<file path="config.mk">
export PLATFORM = sky130hd
export DESIGN_NAME = pcie_dllp_rx_check
export DESIGN_NICKNAME = d
export VERILOG_FILES = /design/src/rtl/pcie_dllp_pkg.sv /design/src/rtl/pcie_dllp_crc8.sv /design/src/rtl/pcie_dllp_rx_check.sv
export SDC_FILE = /design/constraint.sdc
export NUM_CORES = 1
export LEC_CHECK = 0
export ABC_AREA = 0
export BUFFER_PORTS_ARGS = -buffer_cell sky130_fd_sc_hd__buf_2
export CAP_MARGIN = 20
export CORE_ASPECT_RATIO = 2
export CORE_MARGIN = 4
export CORE_UTILIZATION = 40
export DETAILED_ROUTE_END_ITERATION = 10
export GPL_ROUTABILITY_DRIVEN = 0
export PLACE_DENSITY = 0.66
export SLEW_MARGIN = 20
export SYNTH_ARGS = -nofsm -noshare
export SYNTH_HDL_FRONTEND = slang
export SYNTH_SLANG_ARGS = --single-unit
export TNS_END_PERCENT = 1
</file>
<file path="constraint.sdc">
create_clock -name clk_i -period 3.05 [get_ports clk_i]
set_input_delay 0.4575 -clock clk_i [delete_from_list [all_inputs] [get_ports clk_i]]
set_output_delay 0.4575 -clock clk_i [all_outputs]
set_load 0.05 [all_outputs]
</file>
<file path="src/rtl/pcie_dllp_pkg.sv">
// Shared constants, state encoding and DLLP content layout for the DLLP receive checker.
package pcie_dllp_pkg;

  localparam int unsigned DLLP_BYTES     = 6;
  localparam int unsigned DLLP_CRC_BYTES = 2;

  localparam logic [15:0] DLLP_CRC_INIT = 16'hFFFF;
  localparam logic [15:0] DLLP_CRC_POLY = 16'hD008;

  typedef enum logic {
    IDLE    = 1'b0,
    COLLECT = 1'b1
  } dllp_state_t;

  typedef struct packed {
    logic [7:0] byte0;
    logic [7:0] byte1;
    logic [7:0] byte2;
    logic [7:0] byte3;
  } dllp_t;

endpackage

</file>
<file path="src/rtl/pcie_dllp_crc8.sv">
// Combinational one-byte step of the reflected 16-bit DLLP CRC.
module pcie_dllp_crc8 #(
  parameter logic [15:0] CRC_POLY = 16'hD008
) (
  input  logic [15:0] crcIn,
  input  logic [7:0]  data,
  output logic [15:0] crcOut
);

  always_comb begin
    logic [15:0] c;
    c = crcIn ^ {8'h00, data};
    for (int unsigned i = 0; i < 8; i++) begin
      c = c[0] ? ((c >> 1) ^ CRC_POLY) : (c >> 1);
    end
    crcOut = c;
  end

endmodule

</file>
<file path="src/rtl/pcie_dllp_rx_check.sv">
// Byte-serial DLLP receive framer and CRC checker with a registered valid/ready output.
// Optional good/bad DLLP counters are built when PCIE_DLLP_RX_STATS_EN is defined.
module pcie_dllp_rx_check
  import pcie_dllp_pkg::*;
#(
  parameter logic [15:0] CRC_INIT  = DLLP_CRC_INIT,
  parameter logic [15:0] CRC_POLY  = DLLP_CRC_POLY,
  parameter bit          CHECK_CRC = 1'b1
) (
  input  logic        clk_i,
  input  logic        rst_i,
  input  logic        in_valid_i,
  output logic        in_ready_o,
  input  logic        in_sop_i,
  input  logic [7:0]  in_data_i,
  output logic        out_valid_o,
  input  logic        out_ready_i,
  output logic [31:0] out_dllp_o,
  output logic        crc_err_o,
  output logic        abort_o,
  output logic [15:0] good_cnt_o,
  output logic [15:0] bad_cnt_o
);

  localparam logic [2:0] LAST_IDX  = 3'(DLLP_BYTES - 1);
  localparam logic [2:0] CRC0_IDX  = 3'(DLLP_BYTES - DLLP_CRC_BYTES);

  dllp_state_t state_q, state_d;
  logic [2:0]  idx_q, idx_d;
  logic [15:0] crc_q, crc_in, crc_out;
  logic [7:0]  crc_lo_q;
  dllp_t       content_q, out_q;
  logic        out_valid_q, crc_err_q, abort_q;
  logic        accept, start, done, frame_bad;

  // ---------------- output / handshake decode ----------------
  always_comb begin
    in_ready_o = !out_valid_q || out_ready_i;
    accept     = in_valid_i && in_ready_o;
    start      = accept && in_sop_i;
    done       = accept && !in_sop_i && (state_q == COLLECT) && (idx_q == LAST_IDX);
    frame_bad  = CHECK_CRC &&
                 !((crc_lo_q == ~crc_q[7:0]) && (in_data_i == ~crc_q[15:8]));
  end

  assign out_valid_o = out_valid_q;
  assign out_dllp_o  = out_q;
  assign crc_err_o   = crc_err_q;
  assign abort_o     = abort_q;

  // ---------------- state register ----------------
  always_ff @(posedge clk_i or posedge rst_i) begin
    if (rst_i) begin
      state_q <= IDLE;
      idx_q   <= '0;
    end else begin
      state_q <= state_d;
      idx_q   <= idx_d;
    end
  end

  // ---------------- next-state logic ----------------
  always_comb begin
    state_d = state_q;
    idx_d   = idx_q;
    if (start) begin
      state_d = COLLECT;
      idx_d   = 3'd1;
    end else if (accept && state_q == COLLECT) begin
      if (idx_q == LAST_IDX) begin
        state_d = IDLE;
        idx_d   = '0;
      end else begin
        idx_d = idx_q + 3'd1;
      end
    end
  end

  // The sop byte reseeds, so it steps from CRC_INIT instead of the running value.
  assign crc_in = in_sop_i ? CRC_INIT : crc_q;

  pcie_dllp_crc8 #(.CRC_POLY(CRC_POLY)) u_crc (
    .crcIn  (crc_in),
    .data   (in_data_i),
    .crcOut (crc_out)
  );

  // ---------------- datapath ----------------
  always_ff @(posedge clk_i or posedge rst_i) begin
    if (rst_i) begin
      crc_q     <= CRC_INIT;
      crc_lo_q  <= '0;
      content_q <= '0;
    end else if (start) begin
      crc_q           <= crc_out;
      content_q.byte0 <= in_data_i;
    end else if (accept && state_q == COLLECT) begin
      case (idx_q)
        3'd1: begin crc_q <= crc_out; content_q.byte1 <= in_data_i; end
        3'd2: begin crc_q <= crc_out; content_q.byte2 <= in_data_i; end
        3'd3: begin crc_q <= crc_out; content_q.byte3 <= in_data_i; end
        CRC0_IDX: crc_lo_q <= in_data_i;
        default: ;
      endcase
    end
  end

  // ---------------- output register ----------------
  always_ff @(posedge clk_i or posedge rst_i) begin
    if (rst_i) begin
      out_valid_q <= 1'b0;
      out_q       <= '0;
      crc_err_q   <= 1'b0;
      abort_q     <= 1'b0;
    end else begin
      abort_q <= start && (state_q == COLLECT);
      if (done) begin
        out_valid_q <= 1'b1;
        out_q       <= content_q;
        crc_err_q   <= frame_bad;
      end else if (out_ready_i) begin
        out_valid_q <= 1'b0;
      end
    end
  end

`ifdef PCIE_DLLP_RX_STATS_EN
  logic [15:0] good_cnt_q, bad_cnt_q;

  always_ff @(posedge clk_i or posedge rst_i) begin
    if (rst_i) begin
      good_cnt_q <= '0;
      bad_cnt_q  <= '0;
    end else if (out_valid_q && out_ready_i) begin
      if (crc_err_q) begin
        if (bad_cnt_q != '1) bad_cnt_q <= bad_cnt_q + 16'd1;
      end else begin
        if (good_cnt_q != '1) good_cnt_q <= good_cnt_q + 16'd1;
      end
    end
  end

  assign good_cnt_o = good_cnt_q;
  assign bad_cnt_o  = bad_cnt_q;
`else
  assign good_cnt_o = 16'h0000;
  assign bad_cnt_o  = 16'h0000;
`endif

endmodule
</file>
* Yosys cells after proc, flatten, opt, wreduce, memory -nomap -nowiden
Index checks and enable logic that the tools add are counted.
Storage, ports and cells: flip-flop bits (word level) 95, bits in latches 0, bits in writable memories 0, memory bits (read-only) 0, bits of input ports 13, output and inout port bits 68, logic and storage cells 78, memories kept 0
Cells by class: $add $sub $neg 1, $mul 0, divide/modulo/power cells 0, $lt $le $gt $ge 0, equality and inequality tests 7, shifts and indexed selects 0, multiplexer cells 20, bitwise operators 12, reductions and logical operators 23
Operators by type and width (count):
- two-way mux 16 bit | 12
- NOT 3 -> 4 bit | 8
- == test 8 bit | 2
- NOT 8 bit | 2
- XOR 16 x 8 -> 16 bit | 1
- AND reduction 3 bit | 4
- two-way mux 3 bit | 3
- logical AND 1 bit | 8
- nonzero test 2 bit | 4
- == test 3 x 2 -> 1 bit, second input constant | 2
- == test 3 bit, second input constant | 2
- two-way mux 1 bit | 5
- AND reduction 2 bit | 2
- adder 3 x 1 -> 3 bit, second input constant | 1
- == test 3 x 1 -> 1 bit, second input constant | 1
- zero test 1 bit | 3
- OR reduction 3 bit | 1
- logical OR 1 bit | 1
- NOT 1 bit | 1

* Logic depth before layout (Yosys ltp)
Gate-level depths: netlist (run 1).
depth in word-level cells 21, mapped depth 9, mapped depth without buffers 7

* Modules after synthesis
A second synthesis (run 1) with hierarchy kept.
Second synthesis, totals: cells, all modules 334, area, all modules 4591.9 um^2
Modules (own cells, without submodules):
- pcie_dllp_rx_check | instances 1, cells an instance 302, area an instance 4246.6 um^2, seq. area each 2397.3 um^2
- pcie_dllp_crc8 | instances 1, cells an instance 32, area an instance 345.3 um^2, seq. area each 0.0 um^2

* Least setup slack after synthesis (run 1)
Ideal clock, no wire load.
path type register -> register, start reg out_valid_q, in the netlist out_valid_o, end reg out_q, in the netlist out_dllp_o[14], setup time 0.125 ns, arrival time 2.213 ns, required time 2.925 ns, setup slack 0.712 ns, stages on the path, launching flop included 7, buffers on the path 2, period minus slack after synthesis 2.338 ns, cells stage by stage dfrtp_1 nand2b_1 and4b_1 buf_6 nand3_4 buf_2 mux2_2
On the way: longest elaborated chain between the ends 6
Ends and longest elaborated chain:
- from (decl) | line pcie_dllp_rx_check.sv:33 | logic out_valid_q, crc_err_q, abort_q;
- from (signal assigned) | line pcie_dllp_rx_check.sv:111 | out_valid_q <= 1'b0;
- from (signal assigned) | line pcie_dllp_rx_check.sv:118 | out_valid_q <= 1'b1;
- from (signal assigned) | line pcie_dllp_rx_check.sv:122 | out_valid_q <= 1'b0;
- zero test 1 bit | line pcie_dllp_rx_check.sv:38 | in_ready_o = !out_valid_q || out_ready_i;
- logical OR 1 bit | line pcie_dllp_rx_check.sv:38
- net in_ready_o | line pcie_dllp_rx_check.sv:13 | output logic in_ready_o,
- logical AND 1 bit | line pcie_dllp_rx_check.sv:39 | accept = in_valid_i && in_ready_o;
- logical AND 1 bit (3 in series) | line pcie_dllp_rx_check.sv:41 | done = accept && !in_sop_i && (state_q == COLLECT) && (idx_q == LAST_IDX);
- to (signal assigned) | line pcie_dllp_rx_check.sv:119 | out_q <= content_q;
- to (decl) | line pcie_dllp_rx_check.sv:32 | dllp_t content_q, out_q;
The timed path passes the listed nets, and every way through them passes these cells. A chain may end at the register's enable or synchronous reset.

* Final worst setup path (run 1)
start reg out_valid_q, in the netlist out_valid_o, end reg out_q, in the netlist out_dllp_o[25]
On the way: longest elaborated chain between the ends 6
Ends and longest elaborated chain (line):
- zero test 1 bit | pcie_dllp_rx_check.sv:38
- logical OR 1 bit | pcie_dllp_rx_check.sv:38
- logical AND 1 bit | pcie_dllp_rx_check.sv:39
- logical AND 1 bit (3 in series) | pcie_dllp_rx_check.sv:41
Every way passes these cells.

==> qor.yml, run 1 <==
wl_per_cell_um: 16.7
yosysWarnings: 0
antenna_cells: 0
placedCellCount: 540
drc: 0
htree_levels: 3
netlist_area_mm2: 0.00463
synthToLayoutAreaGrowth_pct: 10.8
status: "finished clean"
synth_cells: 371
detail-route-antenna-nets: 0
grt_pass1_wl_um: 15000
p_leak_nw: 2.46
fin_tns_setup_ns: 0
slowest_stage: "mux2_1"
path_class: "register to register"
rsz0062_at_grt: "false"
clk_latency_ns: 0.34
tightest_slew_ns: 0.559
grt_overflow: 0
cts_buffer_depth: 2
end_kind: "register"
antenna_found_initial: 0
synth_commonest_cells: "dfrtp_1, mux2_2, buf_4"
dp_hpwl_um: 6510
tritoncts: "built"
slowest_delay_ns: 0.49
post-route-util_pct: 45.2
critPathTopFamily: "simple AND/OR/NAND/NOR gates"
critPathMaxFanout: 35
final_nets: 423
fin_skew_ns: 0.00636
io_buffer_count: 48
drt_pass1_iterations: 4
die_area_mm2: 0.0135
wirelength_um: 9310
cts_resized: 0
period_needed_ns: 2.00
vias: 2692
maxCapViolCount: 0
required_ns: 3.27
reg2reg_from: "out_valid_o"
synth.distinct_cells: 38
fin_cells: 556
grt_max_degree: 96
core_mm2: 0.0114
setup_viol: 0
postPlaceCellArea_mm2: 0.00483
track_usage_pct: 14.4
cts.clk_slew.worst_paths_ns: 0.07
final_area_mm2: 0.00513
fmax_ghz: 0.499
worstSetupStartpoint: "out_valid_o"
hold_viol: 0
ir_drop_v: 0.000703
yosysSeqAreaShare_pct: 51.8
viasPerCell: 4.84
synth.top_cell.area_share_pct: 42.7
async_flop_share_pct: 100
drv_slew: 0
hp-class: "input pin to async pin"
ys.flop_type: "dfrtp_1"
post_cts_buffers: 0
avgSynthCellArea_um2: 12.5
grt_pass1_vias: 2817
clkSinkCount: 95
synth-seq-cells: 95
timing.slew.headroom_pct: 62.8
die_height_um: 160
die_w_um: 84.1
cp_num_buf_inv: 0
drt_iter0_markers: 96
p_per_area_mw_per_mm2: 1150
rows: 55
drive_gt1_share_pct: 39.4
synthTopCellsByArea: "dfrtp_1, mux2_2, dfstp_2"
synth-edff-count: 0
io_pins: 81
cp_cell_sequence: "nand2b_1 > and4b_1 > nand3_4 > mux2_1"
start_util_pct: 40.8
cts_hold_buf: 0
synth_top_cell_by_area: "dfrtp_1"
clock-root-buffer: "clkbuf_16"
critPathLaunchType: "register"
post-route-period-util_pct: 65.6
cp.arrival_ns: 2.22
yosysMostFrequentCell: "dfrtp_1"
cts_made_buffers: 9
==> cells by family after synthesis <==
logic type,after synthesis,synth area share (%)
other,1,0.0810
buffers and inverters,57,8.22
AND/OR/NAND/NOR,62,6.73
XOR/XNOR,58,12.4
AO/OA/AOI/OAI,24,2.73
adder cells (fa/ha/maj),1,0.270
multiplexers,73,17.8
flip-flops,95,51.8
==> stage by stage <==
step           total power, mW  hold slack [ns]  worst slack (ns)
4_1_cts                   5.94            0.241              1.02
2_1_floorplan             4.31            0.452             0.142
5_1_grt                   6.22            0.256             0.914
3_5_place_dp              4.79            0.480             0.837
6_report                  5.88            0.203              1.05
3_3_place_gp              4.72            0.460             0.892
==> area by class of cell <==
class / instances / area, µm²
clock buffers: 13 / 260
repair buffers: 51 / 275
well taps: 142 / 178
fillers: 1049 / 6230
flip-flops and latches: 95 / 2400
inverters: 2 / 8.76
clock inverters: 3 / 42.5
multi-input cells: 250 / 1970
==> power by group <==
part,switching (mW),internal (mW)
sequential,0.404,1.89
combinational,1.51,0.956
clock,0.447,0.679
total,2.36,3.52
==> worst register-to-register path, cell delays in order, from the launching register on <==
cell and delay (ns):
dfrtp_1 0.37, nand2b_1 0.16, and4b_1 0.38, nand3_4 0.48, mux2_1 0.49
==> flip-flops by register name, summed over array words and instances (netlist names) <==
name and cells:
crc_q 16, idx_q 3, crc_lo_q 8, out_dllp_o 32, abort_o 1, content_q 32, crc_err_o 1, state_q 1
out_valid_o 1
==> routing by layer <==
layer,GRT usage (%),up-vias,wire [µm]
li1,-,1234,-
met1,16.1,1359,3610
met2,25.8,78,5000
met3,2.63,21,377
met4,7.03,0,327
met5,0,-,0
==> cell usage in the layout, fill, tap and decap left out, types with 2 or more instances in the layout <==
cell,instances
conb_1,32
a21oi_1,2
xor2_1,21
buf_2,48
buf_4,2
o21ai_0,18
clkbuf_1,2
nor2_1,20
mux2_2,72
dfrtp_1,79
nand4_1,4
and2_1,2
nand2_1,24
nand3_2,2
clkinv_2,2
clkbuf_8,2
xnor2_2,5
o21ai_1,2
xnor2_1,30
dfstp_2,16
clkbuf_16,9
==> path summary, 6_finish.rpt <==
path	endpoint	slack [ns]	cells after the start
worst max-delay path	out_dllp_o[25]	1.05	4
worst min-delay path	out_dllp_o[3]	0.20	3
worst max register to register	out_dllp_o[25]	1.05	4
worst min register to register	crc_q[11]	0.49	2
max in group asynchronous	crc_q[0]	2.40	3
min in group clk_i	crc_q[11]	0.49	2
Note: power is estimated with default switching activity, not from simulation.
==> run 2: changes to the inputs <==
- ABC_AREA: 0 -> 1
- PLACE_DENSITY: 0.66 -> 0.63
- clock period: 3.05 -> 2.03 ns (I/O delays scaled with it)
==> qor.yml, run 2 <==
status: "finished clean"  # unchanged
hold_viol: 0  # unchanged
htree_levels: 3  # unchanged
final_nets: 624  # was 423
synthTopCellsByArea: "dfrtp_1, nand2_1, dfstp_2"  # was dfrtp_1, mux2_2, dfstp_2
p_leak_nw: 2.81  # was 2.46 nW
period_needed_ns: 1.68  # was 2.00 ns
critPathTopFamily: "simple AND/OR/NAND/NOR gates"  # unchanged
clkSinkCount: 95  # unchanged
synth.top_cell.area_share_pct: 42.4  # was 42.7%
antenna_cells: 0  # unchanged
final_common_cell: "nand2_1"  # was dfrtp_1
drt_pass1_iterations: 4  # unchanged
fin_skew_ns: 0.00614  # was 0.00636 ns
synthSimpleGateAreaFrac_pct: 24.0  # was 6.73%
cp_num_buf_inv: 4  # was 0
cts_made_buffers: 9  # unchanged
fin_tns_setup_ns: 0  # unchanged
core_mm2: 0.0114  # unchanged
drt_iter0_markers: 216  # was 96
die_w_um: 84.4  # was 84.1 µm
cp_cell_sequence: "inv_1 > nand2_1 > nor2_1 > inv_2 > nor2_4 > inv_2 > buf_4 > nand2_1 > o21ai_1"  # was nand2b_1 > and4b_1 > nand3_4 > mux2_1
yosysMostFrequentCell: "nand2_1"  # was dfrtp_1
slowest_stage: "dfrtp_1"  # was mux2_1
slowest_delay_ns: 0.45  # was 0.49 ns
drv_slew: 0  # unchanged
synth-edff-count: 0  # unchanged
drive_gt1_share_pct: 19.5  # was 39.4%
avgSynthCellArea_um2: 8.42  # was 12.5 µm²
synthAdderAreaFrac_pct: 0.268  # was 0.270%
grt_pass1_vias: 3569  # was 2817
track_usage_pct: 16.3  # was 14.4%
end_kind: "register"  # unchanged
ir_drop_v: 0.000639  # was 0.000703 V
synthMuxAreaShare_pct: 0  # was 17.8%
synthToLayoutAreaGrowth_pct: 13.7  # was 10.8%
synth_top_family_by_area: "simple AND/OR/NAND/NOR gates"  # was multiplexers
synth.distinct_cells: 33  # was 38
io_pins: 81  # unchanged
post-route-period-util_pct: 82.9  # was 65.6%
critPathMaxFanout: 25  # was 35
cts_buffer_depth: 2  # unchanged
die_height_um: 161  # was 160 µm
rows: 55  # unchanged
p_per_area_mw_per_mm2: 1610  # was 1150 mW/mm²
cts_hold_buf: 0  # unchanged
synth_xor_xnor_area_share_pct: 5.21  # was 12.4%
critPathLaunchType: "register"  # unchanged
required_ns: 2.26  # was 3.27 ns
io_buffer_count: 48  # unchanged
ys.flop_type: "dfrtp_1"  # unchanged
grt_max_degree: 27  # was 96
maxCapViolCount: 0  # unchanged
synth_commonest_cells: "nand2_1, dfrtp_1, o21ai_0"  # was dfrtp_1, mux2_2, buf_4
async_flop_share_pct: 100  # unchanged
clock-root-buffer: "clkbuf_16"  # unchanged
fmax_ghz: 0.594  # was 0.499 GHz
drc: 0  # unchanged
met1_length_um: 3780  # was 3610 µm
grt_pass1_wl_um: 17400  # was 15000 µm
dp_hpwl_um: 8250  # was 6510 µm
power.total_mw: 8.52  # was 5.88 mW
placedCellCount: 741  # was 540
post_cts_buffers: 0  # unchanged
die_area_mm2: 0.0136  # was 0.0135 mm²
fin_cells: 757  # was 556
path_class: "register to register"  # unchanged
vias: 3582  # was 2692
wirelength_um: 10500  # was 9310 µm
synth-seq-cells: 95  # unchanged
synth_compound_gate_area_share_pct: 7.81  # was 2.73%
cts.clk_slew.worst_paths_ns: 0.07  # about the same
final_cell_mix: "nand2_1, dfrtp_1, buf_2, o21ai_0, inv_1"  # was dfrtp_1, mux2_2, buf_2, conb_1, xnor2_1
antenna_found_initial: 0  # unchanged
cp.arrival_ns: 1.91  # was 2.22 ns
route.met3.wl_um: 392  # was 377 µm
netlist_area_mm2: 0.00466  # was 0.00463 mm²
viasPerCell: 4.73  # was 4.84
synth_top_cell_by_area: "dfrtp_1"  # unchanged
synth_cells: 554  # was 371
timing.slew.headroom_pct: 59.7  # was 62.8%
wl_met2_um: 6120  # was 5000 µm
clk_latency_ns: 0.34  # about the same
tritoncts: "built"  # unchanged
hp-class: "input pin to async pin"  # unchanged
setup_viol: 0  # unchanged
cts_resized: 0  # unchanged
yosysWarnings: 0  # unchanged
yosysSeqAreaShare_pct: 51.4  # was 51.8%
start_util_pct: 41.1  # was 40.8%
grt_overflow: 0  # unchanged
top_layer_used: "met4"  # unchanged
detail-route-antenna-nets: 0  # unchanged
rsz0062_at_grt: "false"  # unchanged
tightest_slew_ns: 0.603  # was 0.559 ns
wl_per_cell_um: 13.9  # was 16.7 µm
==> run 2: changes by cell type after synthesis, sizes merged, moves of 3 or more <==
cell / delta
clkbuf: -4
a21oi: +5
o21ai: +39
nor2: +19
nand3: +15
mux2: -73
xor2: +3
inv: +42
nand2: +176
xnor2: -33
or2: +4
==> run 2: layer usage <==
metal	track usage, %	vias to the layer above
met2	31.8	81
met5	0	-
met1	16.3	1705
met4	6.92	0
met3	3.08	14
li1	-	1782
==> run 2: layout make-up <==
| type | instances | area, µm² |
|---|---|---|
| Clock buffer | 9 | 225 |
| Sequential cell | 95 | 2400 |
| Clock inverter | 7 | 80.1 |
| Tap cell | 142 | 178 |
| Multi-Input combinational cell | 397 | 1860 |
| Fill cell | 1150 | 6050 |
| Inverter | 44 | 169 |
| Timing Repair Buffer | 63 | 390 |
==> run 2: path summary, 6_finish.rpt <==
check,from,endpoint,slack (ns),depth (start not counted)
setup / recovery,idx_q[1],out_dllp_o[0],0.35,9
hold / removal,rst_i,content_q[12],0.03,2
setup reg to reg,idx_q[1],out_dllp_o[0],0.35,9
hold reg to reg,out_dllp_o[13],out_dllp_o[13],0.47,2
max in group asynchronous,rst_i,crc_q[0],1.41,3
min in group clk_i,in_data_i[2],crc_lo_q[2],0.28,3
==> run 2: cells by family (layout without fill, tap and decap cells) <==
| kind of cell | count (synthesis) | count (layout) |
|---|---|---|
| compound gates | 70 | 70 |
| xor+xnor | 26 | 26 |
| fa+ha+maj | 1 | 1 |
| buf+inv | 93 | 123 |
| flops | 95 | 95 |
| other cells | 1 | 32 |
| simple gates | 268 | 268 |
==> run 2: stage by stage <==
stage	area [µm²]	setup WS, ns	hold WS [ns]	utilization [%]
after floorplan	4780	0.150	0.425	-
after global placement	4990	0.246	0.406	44.0
after detailed placement	4990	0.234	0.411	44.0
after CTS	5300	0.344	0.0364	46.7
after global routing	5300	0.167	0.0682	46.7
final	5300	0.347	0.0349	46.7
==> run 2: power breakdown <==
part | total (mW) | internal [mW] | switching [mW]
clock network | 1.72 | 0.972 | 0.751
registers | 3.30 | 2.80 | 0.494
logic | 3.50 | 0.983 | 2.51
total | 8.52 | 4.76 | 3.76
